[config.mk]
export PLATFORM = sky130hd
export DESIGN_NAME = axis_to_model_if
export DESIGN_NICKNAME = d
export VERILOG_FILES = /design/src/rtl/axis2model_pkg.sv /design/src/rtl/axis2model_cmd_decoder.sv /design/src/rtl/axis_to_model_if.sv
export SDC_FILE = /design/constraint.sdc
export NUM_CORES = 1
export LEC_CHECK = 0
export BUFFER_PORTS_ARGS = -buffer_cell sky130_fd_sc_hd__buf_2
export CORE_AREA = 2 2 84 86
export DETAILED_ROUTE_END_ITERATION = 7
export DIE_AREA = 0 0 86 88
export PLACE_DENSITY = 0.69
export SLEW_MARGIN = 20
export SYNTH_ARGS = -nofsm -noshare
export SYNTH_HDL_FRONTEND = slang
export SYNTH_SLANG_ARGS = --single-unit
[constraint.sdc]
create_clock -name core_clk -period 2.6 [get_ports core_clk]
set_input_delay 0.26 -clock core_clk [delete_from_list [all_inputs] [get_ports core_clk]]
set_output_delay 0.26 -clock core_clk [all_outputs]
set_load 0.02 [all_outputs]
[src/rtl/axis2model_pkg.sv]
// Shared definitions for the AXIS command adapter: command word layout, opcodes,
// FSM state encoding and the response word packer.
package axis2model_pkg;

  localparam int CMD_W    = 32;
  localparam int OPC_W    = 8;
  localparam int ADDR_FW  = 16;
  localparam int DATA_FW  = 8;
  localparam int OPC_LSB  = 24;
  localparam int ADDR_LSB = 8;
  localparam int DATA_LSB = 0;
  localparam int HDR_ID_W = 16;

  localparam logic [OPC_W-1:0] OP_HDR = 8'h80;
  localparam logic [OPC_W-1:0] OP_WR  = 8'h02;
  localparam logic [OPC_W-1:0] OP_RD  = 8'h03;

  typedef enum logic [1:0] {
    ST_IDLE = 2'd0,
    ST_EXEC = 2'd1,
    ST_WAIT = 2'd2,
    ST_RESP = 2'd3
  } state_t;

  // Response words share the command layout: opcode, 16-bit middle field, data byte.
  function automatic logic [CMD_W-1:0] pack_resp(
    input logic [OPC_W-1:0]   op,
    input logic [ADDR_FW-1:0] mid,
    input logic [DATA_FW-1:0] lo
  );
    pack_resp = {op, mid, lo};
  endfunction

endpackage

[src/rtl/axis2model_cmd_decoder.sv]
// Combinational split of a 32-bit command word into its fields and a one-hot
// opcode classification.
module axis2model_cmd_decoder
  import axis2model_pkg::*;
(
  input  logic [CMD_W-1:0]   word,
  output logic [OPC_W-1:0]   opcode,
  output logic [ADDR_FW-1:0] addr,
  output logic [DATA_FW-1:0] data,
  output logic               is_hdr,
  output logic               is_wr,
  output logic               is_rd,
  output logic               is_unknown
);

  assign opcode = word[OPC_LSB  +: OPC_W];
  assign addr   = word[ADDR_LSB +: ADDR_FW];
  assign data   = word[DATA_LSB +: DATA_FW];

  // Opcode classification; exactly one flag is high for any word.
  always_comb begin
    is_hdr     = 1'b0;
    is_wr      = 1'b0;
    is_rd      = 1'b0;
    is_unknown = 1'b0;
    case (opcode)
      OP_HDR:  is_hdr     = 1'b1;
      OP_WR:   is_wr      = 1'b1;
      OP_RD:   is_rd      = 1'b1;
      default: is_unknown = 1'b1;
    endcase
  end

endmodule

[src/rtl/axis_to_model_if.sv]
// AXIS command stream to single-port byte memory adapter with 32-bit responses.
// Optional AXIS2MODEL_WR_ECHO_EN: every WRITE also returns an echo response.
module axis_to_model_if
  import axis2model_pkg::*;
#(
  parameter int ADDR_W = ADDR_FW,
  parameter int DATA_W = DATA_FW
) (
  input  logic              core_clk,
  input  logic              rst_n,
  input  logic [CMD_W-1:0]  gtp2core_tdata,
  input  logic              gtp2core_tvalid,
  output logic              gtp2core_tready,
  input  logic              gtp2core_tlast,
  output logic              ena_model,
  output logic              wea_model,
  output logic [ADDR_W-1:0] addra_model,
  output logic [DATA_W-1:0] dina_model,
  input  logic [DATA_W-1:0] douta_model,
  output logic [CMD_W-1:0]  dut_data,
  output logic              dut_valid
);

  state_t state_r, state_nxt;

  logic              tready_r, tready_nxt;
  logic              ena_r, ena_nxt;
  logic              wea_r, wea_nxt;
  logic [ADDR_W-1:0] addra_r, addra_nxt;
  logic [DATA_W-1:0] dina_r, dina_nxt;
  logic [CMD_W-1:0]  dut_data_r, dut_data_nxt;
  logic              dut_valid_r, dut_valid_nxt;
  logic [HDR_ID_W-1:0] test_id_r, test_id_nxt;

  logic [OPC_W-1:0]   dec_opcode_s;
  logic [ADDR_FW-1:0] dec_addr_s;
  logic [DATA_FW-1:0] dec_data_s;
  logic               dec_hdr_s, dec_wr_s, dec_rd_s, dec_unknown_s;
  logic               accept_s;
  logic               unused_s;

  axis2model_cmd_decoder u_dec (
    .word       (gtp2core_tdata),
    .opcode     (dec_opcode_s),
    .addr       (dec_addr_s),
    .data       (dec_data_s),
    .is_hdr     (dec_hdr_s),
    .is_wr      (dec_wr_s),
    .is_rd      (dec_rd_s),
    .is_unknown (dec_unknown_s)
  );

  // tlast is reserved; unknown opcodes fall through the IDLE else-branch.
  assign unused_s = ^{gtp2core_tlast, dec_opcode_s, dec_unknown_s};
  assign accept_s = gtp2core_tvalid & tready_r;

  // State register.
  always_ff @(posedge core_clk or negedge rst_n) begin
    if (!rst_n) begin
      state_r <= ST_IDLE;
    end else begin
      state_r <= state_nxt;
    end
  end

  // Next state and next registered output values.
  always_comb begin
    state_nxt     = state_r;
    ena_nxt       = 1'b0;
    wea_nxt       = 1'b0;
    addra_nxt     = addra_r;
    dina_nxt      = dina_r;
    dut_valid_nxt = 1'b0;
    dut_data_nxt  = dut_data_r;
    test_id_nxt   = test_id_r;
    tready_nxt    = 1'b0;
    case (state_r)
      ST_IDLE: begin
        if (accept_s) begin
          if (dec_hdr_s) begin
            test_id_nxt   = gtp2core_tdata[HDR_ID_W-1:0];
            dut_data_nxt  = {OP_HDR, 8'h00, gtp2core_tdata[HDR_ID_W-1:0]};
            dut_valid_nxt = 1'b1;
            state_nxt     = ST_RESP;
          end else if (dec_wr_s) begin
            ena_nxt   = 1'b1;
            wea_nxt   = 1'b1;
            addra_nxt = dec_addr_s;
            dina_nxt  = dec_data_s;
            state_nxt = ST_EXEC;
          end else if (dec_rd_s) begin
            ena_nxt   = 1'b1;
            addra_nxt = dec_addr_s;
            state_nxt = ST_EXEC;
          end else begin
            state_nxt = ST_IDLE;
          end
        end else begin
          state_nxt = ST_IDLE;
        end
      end
      ST_EXEC: begin
        // wea_r still holds the pulse issued on entry, so it tells WRITE from READ.
        if (wea_r) begin
`ifdef AXIS2MODEL_WR_ECHO_EN
          dut_data_nxt  = pack_resp(OP_WR, addra_r, dina_r);
          dut_valid_nxt = 1'b1;
          state_nxt     = ST_RESP;
`else
          state_nxt     = ST_IDLE;
`endif
        end else begin
          state_nxt = ST_WAIT;
        end
      end
      ST_WAIT: begin
        dut_data_nxt  = pack_resp(OP_RD, addra_r, douta_model);
        dut_valid_nxt = 1'b1;
        state_nxt     = ST_RESP;
      end
      ST_RESP: begin
        state_nxt = ST_IDLE;
      end
      default: begin
        state_nxt = ST_IDLE;
      end
    endcase
    tready_nxt = (state_nxt == ST_IDLE);
  end

  // Output and context registers.
  always_ff @(posedge core_clk or negedge rst_n) begin
    if (!rst_n) begin
      tready_r    <= 1'b0;
      ena_r       <= 1'b0;
      wea_r       <= 1'b0;
      addra_r     <= {ADDR_W{1'b0}};
      dina_r      <= {DATA_W{1'b0}};
      dut_data_r  <= {CMD_W{1'b0}};
      dut_valid_r <= 1'b0;
      test_id_r   <= {HDR_ID_W{1'b0}};
    end else begin
      tready_r    <= tready_nxt;
      ena_r       <= ena_nxt;
      wea_r       <= wea_nxt;
      addra_r     <= addra_nxt;
      dina_r      <= dina_nxt;
      dut_data_r  <= dut_data_nxt;
      dut_valid_r <= dut_valid_nxt;
      test_id_r   <= test_id_nxt;
    end
  end

  assign gtp2core_tready = tready_r;
  assign ena_model       = ena_r;
  assign wea_model       = wea_r;
  assign addra_model     = addra_r;
  assign dina_model      = dina_r;
  assign dut_data        = dut_data_r;
  assign dut_valid       = dut_valid_r;

endmodule

# --- Word level (Yosys, flattened, before mapping) ---
# Cells that the tools add are included.
# W data, S select, Z words.
word_totals:
  reg_bits: 62
  input_bits: 44
op_classes:
  eq_ne: 8
  muxes: 26
  bitwise_logic: 2
  n_reduce_logical: 7
op_table:
  columns: ["cell", "n"]
  rows:
  - ["$mux W32", 2]
  - ["$pmux W32 S2", 1]
  - ["$mux W16", 2]
  - ["$eq A8 B2 Y1 const B", 2]
  - ["$mux W1", 16]
  - ["$eq A8 B8 Y1 const B", 1]
  - ["$pmux W2 S4", 1]
  - ["$reduce_and A4 Y1", 2]
  - ["$mux W2", 3]
  - ["$eq A2 B2 Y1 const B", 2]
  - ["$logic_not A2 Y1", 2]
  - ["$ne A2 B2 Y1 const B", 2]
  - ["$reduce_bool A2 Y1", 2]
  - ["$reduce_and A3 Y1", 1]
  - ["$eq A2 B1 Y1 const B", 1]
  - ["$pmux W1 S2", 1]
  - ["$and A1 B1 Y1", 1]
  - ["$not A1 Y1", 1]

# --- Logic depth before layout (Yosys ltp) ---
depth:
  depth_word: 8
  mapped_depth: 6
  mapped_depth_nobuf: 5

# --- Hierarchy ---
# From an unflattened synthesis, not the netlist that was laid out.
unflattened:
  hier_cells: 203
  hier_area_um2: 2580.0
by_module_without_submodules:
  columns: ["mod", "n_inst", "cells_per_inst", "area_each_um2", "seq_area_each_um2"]
  rows:
  - ["axis_to_model_if", 1, 164, 2270.9, 1401.3]
  - ["axis2model_cmd_decoder", 1, 39, 309.0, 0.0]

# --- Worst setup path after synthesis ---
# OpenSTA, ideal clock, no wires.
synth_timing:
  path_kind: "register -> register"
  startpoint: "register tready_r (netlist: gtp2core_tready)"
  endpoint: "register addra_r[0] (netlist: addra_model[0])"
  setup_ns: 0.125
  arrival_time_ns: 1.979
  slack_ns: 0.496
  stages_incl_launch_ff: 6
  path_buffers: 1
  period_less_slack_ns: 2.104
  cell_sequence: "dfrtp_1 > nand4bb_1 > or3b_2 > nor2_4 > buf_4 > mux2_2"
synth_between:
  elab_chain_cells: 2
synth_rtl:
  columns: ["item", "line_no", "text"]
  rows:
  - ["start: declaration", "axis_to_model_if.sv:26", "logic tready_r, tready_nxt;"]
  - ["start signal: assignment", "axis_to_model_if.sv:143", "tready_r <= tready_nxt;"]
  - ["$and A1 B1 Y1", "axis_to_model_if.sv:55", "assign accept_s = gtp2core_tvalid & tready_r;"]
  - ["$reduce_and A4 Y1 (no source line)", null, null]
  - ["end signal: assignment", "axis_to_model_if.sv:137", "addra_r <= {ADDR_W{1'b0}};"]
  - ["end signal: assignment", "axis_to_model_if.sv:146", "addra_r <= addra_nxt;"]
  - ["end: declaration", "axis_to_model_if.sv:29", "logic [ADDR_W-1:0] addra_r, addra_nxt;"]
# No other way between the ends.
# A chain may end at the register's enable or synchronous reset.

# --- Final worst setup path ---
layout_timing:
  startpoint: "register state_r[0]"
  endpoint: "register addra_r[13] (netlist: addra_model[13])"
layout_between:
  elab_chain_cells: 2
layout_rtl:
  columns: ["item", "line_no", "text"]
  rows:
  - ["start: declaration", "axis_to_model_if.sv:24", "state_t state_r, state_nxt;"]
  - ["start signal: assignment", "axis_to_model_if.sv:62", "state_r <= state_nxt;"]
  - ["$logic_not A2 Y1", "axis_to_model_if.sv:77", "case (state_r)"]
  - ["$reduce_and A4 Y1 (no source line)", null, null]
# No other way between the ends.

==> impl_metrics.json <==
{
  "gp_congestion": 0.740,
  "gr-usage-met3": 0.0368,
  "clkLatencyLatePin_ns": 0.30,
  "area_growth_pct": 30.5,
  "synth_edf_count": 0,
  "ys_top_cells_by_area": "dfrtp_1 (62%), mux2_2 (12%), a22oi_1 (5.3%), o21ai_0 (3.7%), a22o_1 (3.1%)",
  "overflow": 0,
  "power_leakage_uw": 0.00161,
  "die_area_sq_um": 7570,
  "async_flop_share": 1.00,
  "detail-route-antenna-nets": 0,
  "rr_startpoint": "state_r[0]",
  "yosysMostFrequentCell": "dfrtp_1",
  "rsz0062_at_grt": "no",
  "postLayoutCellArea_sq_um": 2960,
  "critPathKind": "flip-flop to flip-flop",
  "maxCapViolCount": 0,
  "synth-seq-cells": 56,
  "powerDensity_nw_per_um2": 835,
  "worst_slew_pin_slew_ns": 0.697,
  "grt.met1_usage": 0.175,
  "yosysSeqAreaShare": 0.617,
  "hpwl_um": 3680,
  "cts_setup_buffers": 0,
  "hold_buffers": 0,
  "drtIter0Drc": 39,
  "tns_ns": 0,
  "antenna_found_initial": 0,
  "max-vdd-ir-drop_mv": 0.258,
  "status": "finished clean",
  "dr.pass1.iters": 4,
  "reg2reg_to": "addra_model[13]",
  "cts_tree": "yes",
  "grt_util_all_layers": 0.145,
  "grt_max_degree": 57,
  "clock-sinks": 56,
  "syn_inst": 173,
  "synth_top_area_frac": 0.617,
  "via_per_inst": 4.85,
  "nets": 318,
  "grt_pass1_wl_um": 8510,
  "finalNonFillerCells": 355,
  "clockBufferDepth": 2,
  "row_count": 30,
  "post-route-min-period_ns": 2.26,
  "drive_above_1_share": 0.524,
  "drv_slew": 0,
  "synth_area_leader_cell": "dfrtp_1",
  "whs_ns": 0.0769,
  "hold_viol": 0,
  "arrival_ns": 2.45,
  "num_vias": 1720,
  "final-setup-viol-count": 0,
  "h-tree-depth": 2,
  "diodes": 0,
  "die_height_um": 88,
  "reg2regPathDepth": 5,
  "start_util": 0.342,
  "avgSynthCellArea_sq_um": 13.1,
  "grt_pass1_vias": 1732,
  "crit_path_end_kind": "flip-flop",
  "regToRegSetupSlack_ns": 0.34,
  "synth.distinct_cells": 25,
  "start_kind": "flip-flop",
  "clkTransAtPathRegs_ns": 0.10,
  "io_buffers": 97,
  "routedWlPerCell_um": 14.9,
  "cts_made_buffers": 5,
  "crit_fanout": 18,
  "use_met2": 0.258,
  "core_sq_um": 6640,
  "cp.required_ns": 2.79,
  "fmax_mhz": 442,
  "fin_worst_skew_ns": 0.00483,
  "max_slew_margin": 0.535,
  "ios": 104,
  "period_share": 0.870,
  "yosys_most_used_dff": "dfrtp_1",
  "drc": 0,
  "die_x_um": 86,
  "holdCritPathClass": "input port to asynchronous set/reset pin",
  "cts_resized": 0,
  "netlist_top_cells_count": "dfrtp_1 (56), mux2_2 (24), inv_1 (17), o21ai_0 (17), a22oi_1 (16)",
  "placed_cells": 347,
  "routed_wirelength_um": 5280,
  "yosys_warnings": 0,
  "ctsRootBufferMaster": "clkbuf_8",
  "synth_area_sq_um": 2270,
  "placed_cell_area_sq_um": 2840,
  "grt.busiest_layer": "met2"
}
==> worst max path at each step <==
stage | from | end | slack (ns) | depth (start not counted)
detailed placement | state_r[0] | addra_model[15] | 0.35 | 5
finish | state_r[0] | addra_model[13] | 0.34 | 5
floorplan | gtp2core_tready | addra_model[0] | 0.50 | 5
CTS | state_r[0] | addra_model[15] | 0.32 | 5
global placement | gtp2core_tdata[26] | dut_data[0] | 0.39 | 6
global route | state_r[0] | addra_model[4] | 0.23 | 5
==> placed cells by master (no fill, tap or decap) <==
| cell | count |
|---|---|
| buf_2 | 97 |
| dfrtp_1 | 56 |
| mux2_2 | 24 |
| inv_1 | 17 |
| o21ai_0 | 17 |
| a22oi_1 | 16 |
| a22o_1 | 8 |
| clkbuf_8 | 7 |
| conb_1 | 5 |
| buf_4 | 5 |
| nand2b_1 | 3 |
| or2_2 | 2 |
| nor4_4 | 2 |
| nor2_1 | 2 |
| nand2_1 | 2 |
| nor2b_2 | 1 |
| or4_4 | 1 |
| nand4bb_1 | 1 |
| nor2_2 | 1 |
| or2_4 | 1 |
| or3b_2 | 1 |
| nor3b_1 | 1 |
| or3_1 | 1 |
| nor2_4 | 1 |
| a21o_1 | 1 |
| o41ai_1 | 1 |
| bufinv_16 | 1 |
==> worst max-delay path: stages (launching register included) <==
cell and delay, ns:
dfrtp_1 0.44, nand4bb_1 0.37, or3b_2 0.59, nor2_4 0.10
buf_4 0.27, mux2_2 0.38
==> logic make-up after synthesis <==
kind of cell / Yosys count / share of synthesized area
buffers and inverters: 29 / 0.0611
DFF: 56 / 0.617
other: 1 / 0.00165
AOI/OAI and AO/OA: 43 / 0.128
and+or+nand+nor: 20 / 0.0732
muxes: 24 / 0.119
==> registers in the layout, summed over array words and instances (netlist names) <==
register,flops
dut_valid,1
dina_model,8
addra_model,16
wea_model,1
dut_data,26
gtp2core_tready,1
state_r,2
ena_model,1
==> stage by stage <==
stage / worst slack (ns) / utilization / power (uW)
final: 0.337 / 0.446 / 2470
after global routing: 0.231 / 0.446 / 2630
after CTS: 0.317 / 0.446 / 2520
after detailed placement: 0.348 / 0.427 / 1890
after global placement: 0.386 / 0.427 / 1880
after floorplan: 0.496 / - / 1600
==> layer usage <==
metal,vias to the layer above,wire length [um]
li1,794,-
met1,857,2190
met2,61,2680
met3,8,344
met4,0,59
met5,-,0
==> cell type report <==
cell class / count / area, sq um
Clock inverter: 1 / 30.0
Fill cell: 629 / 3680
Clock buffer: 7 / 96.3
Inverter: 17 / 63.8
Sequential cell: 56 / 1400
Timing Repair Buffer: 102 / 523
Tap cell: 80 / 100
Multi-Input combinational cell: 92 / 749
==> power by group <==
| part | leakage [uW] | switching (uW) | internal, uW |
|---|---|---|---|
| registers | 0.000752 | 90.9 | 1020 |
| clock network | 0.0000645 | 272 | 340 |
| logic | 0.000795 | 497 | 250 |
| total | 0.00161 | 860 | 1620 |
Power figures use the tool's default switching activity.
